===== src/rtl/coin_input_conditioner.sv =====
// Coin-slot front end: synchronises and debounces three raw sensor lines, then issues
// one-cycle coin pulses by fixed priority. Also raises per-slot jam flags and a sticky overrun flag.
module coin_input_conditioner #(
  parameter int unsigned DEBOUNCE_CYCLES = 4,
  parameter int unsigned JAM_CYCLES      = 1000
) (
  input  logic       clk_i,
  input  logic       rst_ni,
  input  logic       nickle_raw_i,
  input  logic       dime_raw_i,
  input  logic       quarter_raw_i,
  output logic       nickle_o,
  output logic       dime_o,
  output logic       quarter_o,
  output logic [2:0] jam_o,
  output logic       overrun_o
);

  localparam int unsigned NCH = 3;
  localparam int unsigned CW  = $clog2(DEBOUNCE_CYCLES + 1);
  localparam int unsigned JW  = $clog2(JAM_CYCLES + 1);
  localparam logic [CW-1:0] CNT_LAST = CW'(DEBOUNCE_CYCLES - 1);
  localparam logic [JW-1:0] JAM_MAX  = JW'(JAM_CYCLES);

  logic [NCH-1:0] raw_c;
  logic [NCH-1:0] sync1, sync2;
  logic [NCH-1:0] db, db_nxt;
  logic [CW-1:0]  cnt [NCH];
  logic [CW-1:0]  cnt_nxt [NCH];
  logic [JW-1:0]  jcnt [NCH];
  logic [JW-1:0]  jcnt_nxt [NCH];
  logic [NCH-1:0] jam_nxt;
  logic [NCH-1:0] pend, pend_nxt;
  logic [NCH-1:0] rise_c, grant_c;
  logic           ovr_nxt;

  assign raw_c = {quarter_raw_i, dime_raw_i, nickle_raw_i};

  // Debounce, jam counting, rise detection and priority issue
  always_comb begin
    db_nxt   = db;
    jam_nxt  = '0;
    grant_c  = '0;
    for (int ch = 0; ch < NCH; ch++) begin
      cnt_nxt[ch]  = '0;
      jcnt_nxt[ch] = '0;
      if (sync2[ch] != db[ch]) begin
        if (cnt[ch] == CNT_LAST) begin
          db_nxt[ch] = sync2[ch];
        end else begin
          cnt_nxt[ch] = cnt[ch] + CW'(1);
        end
      end
      if (db[ch]) begin
        jcnt_nxt[ch] = (jcnt[ch] == JAM_MAX) ? jcnt[ch] : jcnt[ch] + JW'(1);
        jam_nxt[ch]  = (jcnt_nxt[ch] == JAM_MAX);
      end
    end
    rise_c = db_nxt & ~db;
    if (pend[2]) begin
      grant_c = 3'b100;
    end else if (pend[1]) begin
      grant_c = 3'b010;
    end else if (pend[0]) begin
      grant_c = 3'b001;
    end
    // A rise on a slot whose coin is issued this cycle replaces it rather than overrunning
    pend_nxt = (pend & ~grant_c) | rise_c;
    ovr_nxt  = overrun_o | (|(rise_c & pend & ~grant_c));
  end

  always_ff @(posedge clk_i or negedge rst_ni) begin
    if (!rst_ni) begin
      sync1     <= '0;
      sync2     <= '0;
      db        <= '0;
      pend      <= '0;
      jam_o     <= '0;
      overrun_o <= 1'b0;
      nickle_o  <= 1'b0;
      dime_o    <= 1'b0;
      quarter_o <= 1'b0;
      for (int ch = 0; ch < NCH; ch++) begin
        cnt[ch]  <= '0;
        jcnt[ch] <= '0;
      end
    end else begin
      sync1     <= raw_c;
      sync2     <= sync1;
      db        <= db_nxt;
      pend      <= pend_nxt;
      jam_o     <= jam_nxt;
      overrun_o <= ovr_nxt;
      nickle_o  <= grant_c[0];
      dime_o    <= grant_c[1];
      quarter_o <= grant_c[2];
      for (int ch = 0; ch < NCH; ch++) begin
        cnt[ch]  <= cnt_nxt[ch];
        jcnt[ch] <= jcnt_nxt[ch];
      end
    end
  end

endmodule


===== config.mk =====
export PLATFORM = sky130hd
export DESIGN_NAME = coin_input_conditioner
export DESIGN_NICKNAME = d
export VERILOG_FILES = /design/src/rtl/coin_input_conditioner.sv
export SDC_FILE = /design/constraint.sdc
export NUM_CORES = 1
export LEC_CHECK = 0
export BUFFER_PORTS_ARGS = -buffer_cell sky130_fd_sc_hd__buf_4
export CORE_UTILIZATION = 55
export CTS_CLUSTER_DIAMETER = 200
export DETAILED_ROUTE_END_ITERATION = 10
export HOLD_SLACK_MARGIN = 0.1
export PLACE_DENSITY = 0.72
export SLEW_MARGIN = 5
export SYNTH_ARGS = -nofsm -noshare
export SYNTH_HDL_FRONTEND = slang
export SYNTH_SLANG_ARGS = --single-unit
export TNS_END_PERCENT = 30

===== constraint.sdc =====
create_clock -name clk_i -period 5.75 [get_ports clk_i]
set_input_delay 0.575 -clock clk_i [delete_from_list [all_inputs] [get_ports clk_i]]
set_output_delay 0.575 -clock clk_i [all_outputs]
set_load 0.03 [all_outputs]

## Yosys cells after proc, flatten, opt, wreduce, memory -nomap -nowiden

Index checks and enable logic that the tools add are counted.

- Register bits: 58
- Input bits: 5
- Output and inout bits: 7
- Word-level logic and storage cells: 66

- Add/sub/neg operators: 6
- Eq/ne operators: 12
- Multiplexer cells: 24
- Bitwise gates (word level): 8
- Reduce and logical (&&, ||, !) cells: 1

Operator list:

| kind | number |
|---|---|
| $eq A10 B10 Y1 const B | 6 |
| $mux W10 | 6 |
| $add A10 B1 Y10 const B | 3 |
| $mux W3 | 7 |
| $and A3 B3 Y3 | 4 |
| $mux W1 | 10 |
| $add A3 B1 Y3 const B | 3 |
| $eq A3 B2 Y1 const B | 3 |
| $not A3 Y3 | 2 |
| $ne A1 B1 Y1 | 3 |
| $or A3 B3 Y3 | 1 |
| $reduce_or A3 Y1 | 1 |
| $mux W2 | 1 |
| $or A1 B1 Y1 | 1 |

## Longest topological paths before layout

Gate-level depths: netlist (run 1).

- Word-level depth: 8
- Mapped depth: 7
- Depth with buffers taken out: 7

## Least setup slack after synthesis (run 1)

OpenSTA, ideal clock, no wires.

- Path kind: reg-to-reg
- From: register jcnt[0] in the netlist's numbering
- To: register jam_o[2]
- Library setup time: 105 ps
- Arrival time: 1703 ps
- Data required time: 5645 ps
- Slack: 3941 ps
- Cell stages (with the launch flop): 8
- Path buffers: 0
- Clock period less this slack: 1809 ps
- Cells stage by stage: dfrtp_1 inv_1 ha_1 nor4bb_1 nand3_1 o31ai_1 o21ai_0 nor4b_1

- Longest elaborated chain between the ends: 4
- Elaborated cells on any way between the ends: 5
- Classes of those cells: add/sub: 1; eq/ne: 2; mux: 2

RTL lines:

| element | RTL line | RTL |
|---|---|---|
| from (decl) | 30 | `logic [JW-1:0] jcnt [NCH];` |
| from (signal, indexed assignment) | 99 | `jcnt[ch] <= jcnt_nxt[ch];` |
| $add A10 B1 Y10 or $eq A10 B10 Y1 (tied branches) | 55 | `jcnt_nxt[ch] = (jcnt[ch] == JAM_MAX) ? jcnt[ch] : jcnt[ch] + JW'(1);` |
| $mux W10 * | 55 |  |
| $eq A10 B10 Y1 * | 56 | `jam_nxt[ch] = (jcnt_nxt[ch] == JAM_MAX);` |
| $mux W1 * | 54 | `if (db[ch]) begin` |
| named net jam_nxt[2] | 32 | `logic [NCH-1:0] jam_nxt;` |
| to (signal assigned) | 92 | `jam_o <= jam_nxt;` |
| to (decl) | 15 | `output logic [2:0] jam_o,` |

The timed path passes the listed nets; every way through them passes the cells marked *.

## Final worst setup path (run 1)

Same ends and word-level chain as after synthesis.

==> flow_metrics.env, run 1 <==
export IMPL_cts_max_level=3
export IMPL_grt_overflow=0
export IMPL_reg2reg_depth=7
export IMPL_cts_root_buf="clkbuf_8"
export IMPL_critPathTopFamily="simple AND/OR/NAND/NOR gates"
export IMPL_track_usage_pct=20.0
export IMPL_status="completed"
export IMPL_dp_hpwl_um=3100
export IMPL_fmax_mhz=491
export IMPL_layout_drive_gt1_share_pct=10.9
export IMPL_cts_setup_buffers=0
export IMPL_cap_violations=0
export IMPL_clk_path_buf_depth=2
export IMPL_io_pins=12
export IMPL_syn_num_nets=279
export IMPL_clk_latency_ps=330
export IMPL_dpl_cell_area_mm2=0.00296
export IMPL_p_switching_mw=0.338
export IMPL_grt_pass1_vias=1806
export IMPL_combPwrFrac_pct=17.6
export IMPL_avgSynthCellArea_um2=10.7
export IMPL_power_density_mw_per_mm2=362
export IMPL_num_rows=25
export IMPL_relSlewSlack_pct=53.9
export IMPL_p_leak_nw=1.40
export IMPL_slowest_delay_ps=460
export IMPL_fin_nets=293
export IMPL_crit_fanout=9
export IMPL_clockPowerShare_pct=34.8
export IMPL_utilization_pct=65.5
export IMPL_antenna_found_initial=0
export IMPL_num_antenna_cells=0
export IMPL_hp_class="in -> async"
export IMPL_firstDrtPassIters=4
export IMPL_finClkSkew_ps=8.68
export IMPL_cp_start_kind="register"
export IMPL_die_area_mm2=0.00543
export IMPL_die_y_um=73.7
export IMPL_ir_worst_vdd_mv=0.220
export IMPL_yosys_warnings=0
export IMPL_cts_resized=0
export IMPL_critPathRequiredTime_ps=5970
export IMPL_setup_viol_count_final=0
export IMPL_p_seq_share_pct=47.6
export IMPL_area_delta_synth_final_pct=12.2
export IMPL_rsz0062_at_grt="false"
export IMPL_drc_errors=0
export IMPL_switching_share_pct=29.4
export IMPL_ys_types=47
export IMPL_wl_per_cell_um=13.3
export IMPL_maxSlewViolCount=0
export IMPL_setup_tns_final_ps=0
export IMPL_cts_sinks=58
export IMPL_cts_tree="done"
export IMPL_end_kind="register"
export IMPL_synth_edf_count=0
export IMPL_place_port_buffers=11
export IMPL_floorplan_initialDensity_pct=58.3
export IMPL_via_per_inst=5.54
export IMPL_vias=1943
export IMPL_place_inst=335
export IMPL_ys_seq_elements=58
export IMPL_grt_max_degree=59
export IMPL_tightest_slew_ps=692
export IMPL_hold_viol=0
export IMPL_path_cells="inv_1 -> ha_1 -> nor4bb_1 -> nand3_1 -> o31ai_1 -> o21ai_0 -> nor4b_1"
export IMPL_crit_arrival_ps=2260
export IMPL_synthArstFlopShare_pct=100
export IMPL_multiInputGateArea_mm2=0.00131
export IMPL_drt_first_iter_violations=118
export IMPL_fin_crit_sh_pct=35.4
export IMPL_ant_nets=0
export IMPL_hold_buffers=0
export IMPL_synth_ff_type="dfrtp_1"
export IMPL_fillers=381
export IMPL_netlist_area_mm2=0.00283
export IMPL_min_period_ps=2040
export IMPL_fin_cells=351
export IMPL_critPathKind="reg -> reg"
export IMPL_numCtsBuffers=9
export IMPL_syn_inst=265
export IMPL_place_congestion=0.876
export IMPL_fp_dieW_um=73.7
export IMPL_crit_cells=7
export IMPL_core_mm2=0.00485
export IMPL_most_common_layout_cells="58 x dfrtp_1, 20 x and2_1, 16 x nand3_1"
export IMPL_cts_clk_slew_worst_paths_ps=70
export IMPL_yosysSeqAreaShare_pct=51.3
export IMPL_cpMaxStageDelayCell="dfrtp_1"
export IMPL_final_common_cell="dfrtp_1"
export IMPL_wirelength_um=4670
export IMPL_crit_buf_inv=1
export IMPL_internal_power_mw=0.811
export IMPL_fin_area_mm2=0.00317
export IMPL_grt_pass1_wl_um=8160
export IMPL_regArea_mm2=0.00145
cells in the mapped netlist (3+ instances only):
library cell | number | area (um^2)
a21oi_1 | 4 | 20.0
nand2_1 | 15 | 56.3
nor3b_1 | 10 | 75.1
nand2b_1 | 3 | 18.8
nor2_1 | 7 | 26.3
inv_1 | 10 | 37.5
clkbuf_1 | 7 | 26.3
and2_1 | 20 | 125
nand3_1 | 16 | 80.1
ha_1 | 9 | 113
xor2_1 | 8 | 70.1
xnor2_1 | 15 | 131
nor2b_1 | 10 | 62.6
dfrtp_1 | 58 | 1450
or3_1 | 5 | 31.3
o21ai_0 | 9 | 45.0
and3_1 | 3 | 18.8
a21o_1 | 3 | 22.5
nand4_1 | 7 | 43.8
nor3_1 | 5 | 25.0
and4_1 | 4 | 35.0
o31ai_1 | 4 | 30.0
mux2_2 | 3 | 33.8
path summary, 6_finish.rpt:
kind	endpoint	slack [ps]	from
worst min register to register	sync2[2]$_DFF_PN0_	350	sync1[2]$_DFF_PN0_
min in group clk_i	sync2[2]$_DFF_PN0_	350	sync1[2]$_DFF_PN0_
worst max-delay path	jam_o[2]$_DFF_PN0_	3710	jcnt[0]$_DFF_PN0_
max in group asynchronous	jcnt[0]$_DFF_PN0_	4990	rst_ni
worst max register to register	jam_o[2]$_DFF_PN0_	3710	jcnt[0]$_DFF_PN0_
worst min-delay path	jcnt[22]$_DFF_PN0_	290	rst_ni
worst reg2reg max path: stages (launching register included):
cell	delay [ps]
dfrtp_1	460
inv_1	130
ha_1	160
nor4bb_1	260
nand3_1	180
o31ai_1	330
o21ai_0	140
nor4b_1	300
metal layers:
layer	up-vias	track usage, %	wire length, um
met3	11	4.53	126
met2	33	30.0	2060
met4	0	10.3	85
met1	932	27.2	2390
li1	967	-	-
met5	-	0	0
power groups by stage:
stage / registers, mW / clock network [mW] / logic, mW
6_report: 0.548 / 0.400 / 0.202
3_3_place_gp: 0.554 / 0 / 0.193
2_1_floorplan: 0.517 / 0 / 0.174
5_1_grt: 0.561 / 0.428 / 0.232
4_1_cts: 0.548 / 0.413 / 0.204
3_5_place_dp: 0.556 / 0 / 0.204
state kept, by name, summed over array words and instances, names as in the netlist, 3 cells and up:
register  cells
jcnt         30
sync1         3
cnt           9
pend          3
sync2         3
db            3
jam_o         3
logic make-up (layout without fill, tap and decap cells):
| kind of cell | Yosys count | after routing | share of synthesized area (%) |
|---|---|---|---|
| AOI/OAI and AO/OA | 34 | 34 | 8.09 |
| muxes | 4 | 4 | 1.55 |
| buffers and inverters | 18 | 37 | 2.43 |
| adders and majority gates | 9 | 9 | 3.98 |
| DFF | 58 | 58 | 51.3 |
| xor gates and xnor gates | 23 | 23 | 7.12 |
| and+or+nand+nor | 119 | 119 | 25.5 |
final cells by class:
class / count / share of cell area [%]
clock buffers: 11 / 4.14
multi-input cells: 189 / 41.2
repair buffers: 11 / 2.60
well taps: 67 / 2.64
inverters: 10 / 1.18
clock inverters: 5 / 2.48
flip-flops and latches: 58 / 45.7
metrics by stage:
stage / total power, mW / setup WS, ps / hold slack, ps
after floorplan: 0.692 / 3940 / 279
after global placement: 0.747 / 3820 / 332
after detailed placement: 0.760 / 3710 / 335
after CTS: 1.17 / 3710 / 311
after global routing: 1.22 / 3470 / 326
final: 1.15 / 3710 / 290
Power figures use the tool's default switching activity.
==> run 2, diff against run 1 <==
Clock period 5.75 ns to 2.1 ns, I/O delays scaled along.
==> run 2 against run 1 <==
Sequential cell count unchanged. Cell count up 2.0%. Combinational power increased to 2.9 times the previous value. Via count increased by 3.6%. Clock skew down 4.0 ps.
==> flow_metrics.env, run 2 (synthesized netlist as in run 1, its figures left out) <==
export IMPL_io_pins=12
export IMPL_dpl_cell_area_mm2=0.00299
export IMPL_drt_first_iter_violations=90
export IMPL_internal_power_mw=2.15
export IMPL_fmax_mhz=482
export IMPL_cts_setup_buffers=0
export IMPL_layout_drive_gt1_share_pct=13.4
export IMPL_fillers=372
export IMPL_place_port_buffers=11
export IMPL_place_congestion=0.857
export IMPL_finClkSkew_ps=4.68
export IMPL_fin_cells=358
export IMPL_reg2reg_to="jam_o[2]$_DFF_PN0_"
export IMPL_top_regs="jcnt x30, cnt x9"
export IMPL_antenna_found_initial=0
export IMPL_cts_sinks=58
export IMPL_num_rows=25
export IMPL_tightest_slew_ps=705
export IMPL_numCtsBuffers=9
export IMPL_cap_violations=0
export IMPL_drc_errors=0
export IMPL_die_y_um=73.7
export IMPL_fp_dieW_um=73.7
export IMPL_end_kind="register"
export IMPL_fin_crit_sh_pct=98.8
export IMPL_grt_pass1_vias=1872
export IMPL_final_common_cell="dfrtp_1"
export IMPL_firstDrtPassIters=4
export IMPL_cts_root_buf="clkbuf_8"
export IMPL_dp_hpwl_um=3140
export IMPL_clk_path_buf_depth=2
export IMPL_combPwrFrac_pct=18.9
export IMPL_track_usage_pct=20.3
export IMPL_hold_path_cell_count=0
export IMPL_holdPathEnd="sync2[1]$_DFF_PN0_"
export IMPL_cp_start_kind="register"
export IMPL_regMostFlops="jcnt"
export IMPL_p_seq_share_pct=48.0
export IMPL_ant_nets=0
export IMPL_setup_viol_count_final=0
export IMPL_finalPower_mw=3.11
export IMPL_hold_viol=0
export IMPL_largest_register_ffs=30
export IMPL_crit_arrival_ps=2300
export IMPL_grt_overflow=0
export IMPL_via_per_inst=5.62
export IMPL_status="completed"
export IMPL_floorplan_initialDensity_pct=58.3
export IMPL_crit_fanout=9
export IMPL_clockPowerShare_pct=33.1
export IMPL_relSlewSlack_pct=53.0
export IMPL_fin_nets=300
export IMPL_num_antenna_cells=0
export IMPL_place_inst=338
export IMPL_reg2reg_depth=7
export IMPL_rr_startpoint="jcnt[0]$_DFF_PN0_"
export IMPL_maxSlewViolCount=0
export IMPL_hp_class="reg -> reg"
export IMPL_p_switching_mw=0.959
export IMPL_vias=2012
export IMPL_core_mm2=0.00485
export IMPL_grt_pass1_wl_um=8310
export IMPL_critPathRequiredTime_ps=2320
export IMPL_switching_share_pct=30.8
export IMPL_cts_tree="done"
export IMPL_most_common_layout_cells="58 x dfrtp_1, 20 x and2_1, 16 x nand3_1"
export IMPL_wl_per_cell_um=13.7
export IMPL_min_period_ps=2070
export IMPL_grt_max_degree=59
export IMPL_ir_worst_vdd_mv=0.524
export IMPL_power_density_mw_per_mm2=959
export IMPL_area_delta_synth_final_pct=14.8
export IMPL_critPathKind="reg -> reg"
export IMPL_fin_area_mm2=0.00325
export IMPL_wirelength_um=4920
export IMPL_clk_latency_ps=330
export IMPL_min_delay_start="sync1[1]$_DFF_PN0_"
export IMPL_die_area_mm2=0.00543
export IMPL_cts_clk_slew_worst_paths_ps=70
export IMPL_cts_max_level=3
export IMPL_r2r_setup_slack_ps=30
export IMPL_p_leak_nw=1.42
## run 2: through the flow
step	setup TNS, ps	worst slack, ps	hold slack (ps)	util [%]
finish	0	25.9	346	67.0
global route	-101	-101	357	67.0
CTS	0	76.0	346	66.6
detailed placement	0	88.7	320	61.6
global placement	0	138	311	61.6
floorplan	0	291	-85.6	-
## run 2: layout make-up
class                   instances  area, um^2  share of cell area (%)
flip-flops and latches         58        1450                    44.7
multi-input cells             189        1330                    40.8
repair buffers                 18         145                    4.47
clock buffers                  10         138                    4.24
well taps                      67        83.8                    2.58
clock inverters                 6        66.3                    2.04
inverters                      10        37.5                    1.16
## run 2: how the worst max path moves through the flow
stage               slack (ps)  cells after the start                 end          startpoint
floorplan                  290                      7  jam_o[2]$_DFF_PN0_   jcnt[0]$_DFF_PN0_
global placement           140                      7  jam_o[1]$_DFF_PN0_  jcnt[10]$_DFF_PN0_
detailed placement          90                      7  jam_o[2]$_DFF_PN0_   jcnt[0]$_DFF_PN0_
CTS                         80                      7  jam_o[2]$_DFF_PN0_   jcnt[0]$_DFF_PN0_
global route              -100                      7  jam_o[2]$_DFF_PN0_   jcnt[0]$_DFF_PN0_
finish                      30                      7  jam_o[2]$_DFF_PN0_   jcnt[0]$_DFF_PN0_
## run 2: critical path, stage by stage (launching register included)
cell	delay [ps]
dfrtp_1	460
inv_1	120
ha_1	140
nor4bb_1	250
nand3_1	210
o31ai_2	350
o21ai_0	140
nor4b_1	300
## run 2: per-layer routing
metal | global-route usage [%] | wire length (um)
met1 | 26.7 | 2350
met2 | 31.9 | 2300
met3 | 4.53 | 174
met4 | 9.62 | 97
met5 | 0 | 0
## run 2: power groups by stage
stage,combinational [mW],clock [mW],sequential (mW)
CTS,0.588,1.06,1.49
finish,0.590,1.03,1.49
global route,0.671,1.11,1.53
floorplan,0.478,0,1.42
detailed placement,0.577,0,1.51
global placement,0.563,0,1.51
## run 2: timing repair
item | 4_1_cts | 5_1_grt
hold buffers | 4 | 0
hold endpoints to repair | 61 | 0
resized for setup | 0 | 3
endpoints found under the setup margin | 0 | 2
==> run 3, diff against run 2 <==
Settings changed: CORE_ASPECT_RATIO set to 1.25, REMOVE_ABC_BUFFERS set to 1.
==> run 3 against run 2 <==
Fmax rose by 6.4%. Sequential share of layout area barely moved. Critical path type unchanged. Global-route usage rose by 1.4 points. Register-to-register slack improved by 130 ps. Clock-buffer cell count rose by 2. Power rose by 0.69%. Combinational power barely moved. Highest routed layer unchanged. Worst hold slack improved by 8.1 ps. Clock power barely moved.
==> flow_metrics.env, run 3 (synthesized netlist as in run 1, its figures left out) <==
export IMPL_path_cells="inv_1 -> ha_1 -> nor4bb_1 -> nand3_1 -> buf_4 -> or3_1 -> and3_1"
export IMPL_place_congestion=0.836
export IMPL_numCtsBuffers=9
export IMPL_cts_max_level=3
export IMPL_tightest_slew_ps=712
export IMPL_setup_tns_final_ps=0
export IMPL_met3_usage_pct=6.73
export IMPL_busiest_layer="met2"
export IMPL_dp_hpwl_um=3210
export IMPL_die_area_mm2=0.00544
export IMPL_layout_drive_gt1_share_pct=13.7
export IMPL_num_antenna_cells=0
export IMPL_hold_viol=0
export IMPL_cap_violations=0
export IMPL_multiInputGateArea_mm2=0.00133
export IMPL_wl_per_cell_um=14.3
export IMPL_layout_setup_ws_ps=151
export IMPL_top_regs="jcnt x30, cnt x9"
export IMPL_hp_class="reg -> reg"
export IMPL_place_port_buffers=11
export IMPL_fillers=391
export IMPL_wirelength_um=5050
export IMPL_ant_nets=0
export IMPL_fmax_mhz=513
export IMPL_critPathTopFamily="simple AND/OR/NAND/NOR gates"
export IMPL_status="completed"
export IMPL_final_common_cell="dfrtp_1"
export IMPL_floorplan_initialDensity_pct=58.5
export IMPL_maxSlewViolCount=0
export IMPL_fin_crit_sh_pct=92.8
export IMPL_cts_tree="done"
export IMPL_min_period_ps=1950
export IMPL_io_pins=12
export IMPL_finClkSkew_ps=6.93
export IMPL_critPathKind="reg -> reg"
export IMPL_die_y_um=82.2
export IMPL_antenna_found_initial=0
export IMPL_num_rows=28
export IMPL_pre_cts_ws_ps=98.4
export IMPL_cpMaxStageDelayCell="dfrtp_2"
export IMPL_vias=1998
export IMPL_cts_root_buf="clkbuf_8"
export IMPL_setup_viol_count_final=0
export IMPL_p_leak_nw=1.42
export IMPL_grt_pass1_vias=1952
export IMPL_cts_clk_slew_worst_paths_ps=60
export IMPL_switching_share_pct=30.3
export IMPL_p_switching_mw=0.949
export IMPL_drc_errors=0
export IMPL_drt_first_iter_violations=110
export IMPL_core_mm2=0.00483
export IMPL_fp_dieW_um=66.1
export IMPL_grt_overflow=0
export IMPL_regArea_mm2=0.00145
export IMPL_clockPowerShare_pct=33.5
export IMPL_relSlewSlack_pct=52.5
export IMPL_cts_sinks=58
export IMPL_track_usage_pct=21.8
export IMPL_regMostFlops="jcnt"
export IMPL_p_seq_share_pct=47.7
export IMPL_via_per_inst=5.68
export IMPL_crit_fanout=9
export IMPL_firstDrtPassIters=4
export IMPL_combPwrFrac_pct=18.8
export IMPL_end_kind="register"
export IMPL_critPathRequiredTime_ps=2320
export IMPL_grt_use_met2_pct=35.0
export IMPL_grt_pass1_wl_um=8630
export IMPL_clk_path_buf_depth=2
export IMPL_area_delta_synth_final_pct=14.8
export IMPL_largest_register_ffs=30
export IMPL_cp_start_kind="register"
export IMPL_fin_nets=301
export IMPL_crit_arrival_ps=2170
export IMPL_slowest_delay_ps=460
export IMPL_grt_max_degree=59
export IMPL_power_density_mw_per_mm2=965
export IMPL_ir_worst_vdd_mv=0.719
export IMPL_internal_power_mw=2.19
export IMPL_grt_util_met1_pct=25.4
export IMPL_crit_buf_inv=2
export IMPL_most_common_layout_cells="57 x dfrtp_1, 20 x and2_1, 16 x nand3_1"
export IMPL_clk_latency_ps=330
==> run 3: changes by cell type in the layout (fill, tap and decap cells not counted), sizes merged <==
cell      change
buf           +1
clkinv        -1
clkinvlp      -1
clkbuf        +2
==> run 3: metal layers <==
layer  share of wire [%]  routed length, um
met2                  50               2530
met4                 2.4                123
met5                   0                  0
met3                 2.7                138
met1                  45               2260
==> run 3: cell type report <==
class,count,area share [%]
Clock buffer,12,4.78
Clock inverter,4,1.54
Inverter,10,1.16
Multi-Input combinational cell,189,40.8
Sequential cell,58,44.7
Tap cell,60,2.31
Timing Repair Buffer,19,4.70
==> run 3: final timing paths <==
path / from / end / slack, ps / depth (start not counted)
worst max-delay path: jcnt[0]$_DFF_PN0_ / jcnt[0]$_DFF_PN0_ / 150 / 7
worst min-delay path: sync1[2]$_DFF_PN0_ / sync2[2]$_DFF_PN0_ / 350 / 0
worst max register to register: jcnt[0]$_DFF_PN0_ / jcnt[0]$_DFF_PN0_ / 150 / 7
worst min register to register: sync1[2]$_DFF_PN0_ / sync2[2]$_DFF_PN0_ / 350 / 0
max in group asynchronous: rst_ni / jcnt[0]$_DFF_PN0_ / 1120 / 2
min in group asynchronous: rst_ni / jam_o[0]$_DFF_PN0_ / 470 / 2
==> run 3: metrics by stage <==
| stage | hold WS [ps] | instances | util [%] | power, mW | area [um^2] |
|---|---|---|---|---|---|
| after floorplan | -85.6 | 257 | - | 1.87 | 2800 |
| after global placement | 315 | 330 | 61.4 | 2.07 | 2970 |
| after detailed placement | 316 | 330 | 61.4 | 2.08 | 2970 |
| after CTS | 357 | 350 | 66.5 | 3.17 | 3220 |
| after global routing | 357 | 352 | 67.2 | 3.35 | 3250 |
| final | 354 | 352 | 67.2 | 3.13 | 3250 |
==> run 3: power by group through the flow <==
| stage | Combinational (mW) | Clock, mW | Sequential (mW) |
|---|---|---|---|
| finish | 0.588 | 1.05 | 1.50 |
| global route | 0.672 | 1.14 | 1.54 |
| CTS | 0.584 | 1.09 | 1.49 |
| detailed placement | 0.570 | 0 | 1.52 |
| global placement | 0.567 | 0 | 1.51 |
| floorplan | 0.413 | 0 | 1.46 |
==> run 3: repair_timing <==
item                       in CTS  in global routing
setup endpoints to repair       0                  2
hold endpoints to repair       61                  0
gates resized for setup         0                  4
hold buffers                    4                  0
buffers inserted                0                  2
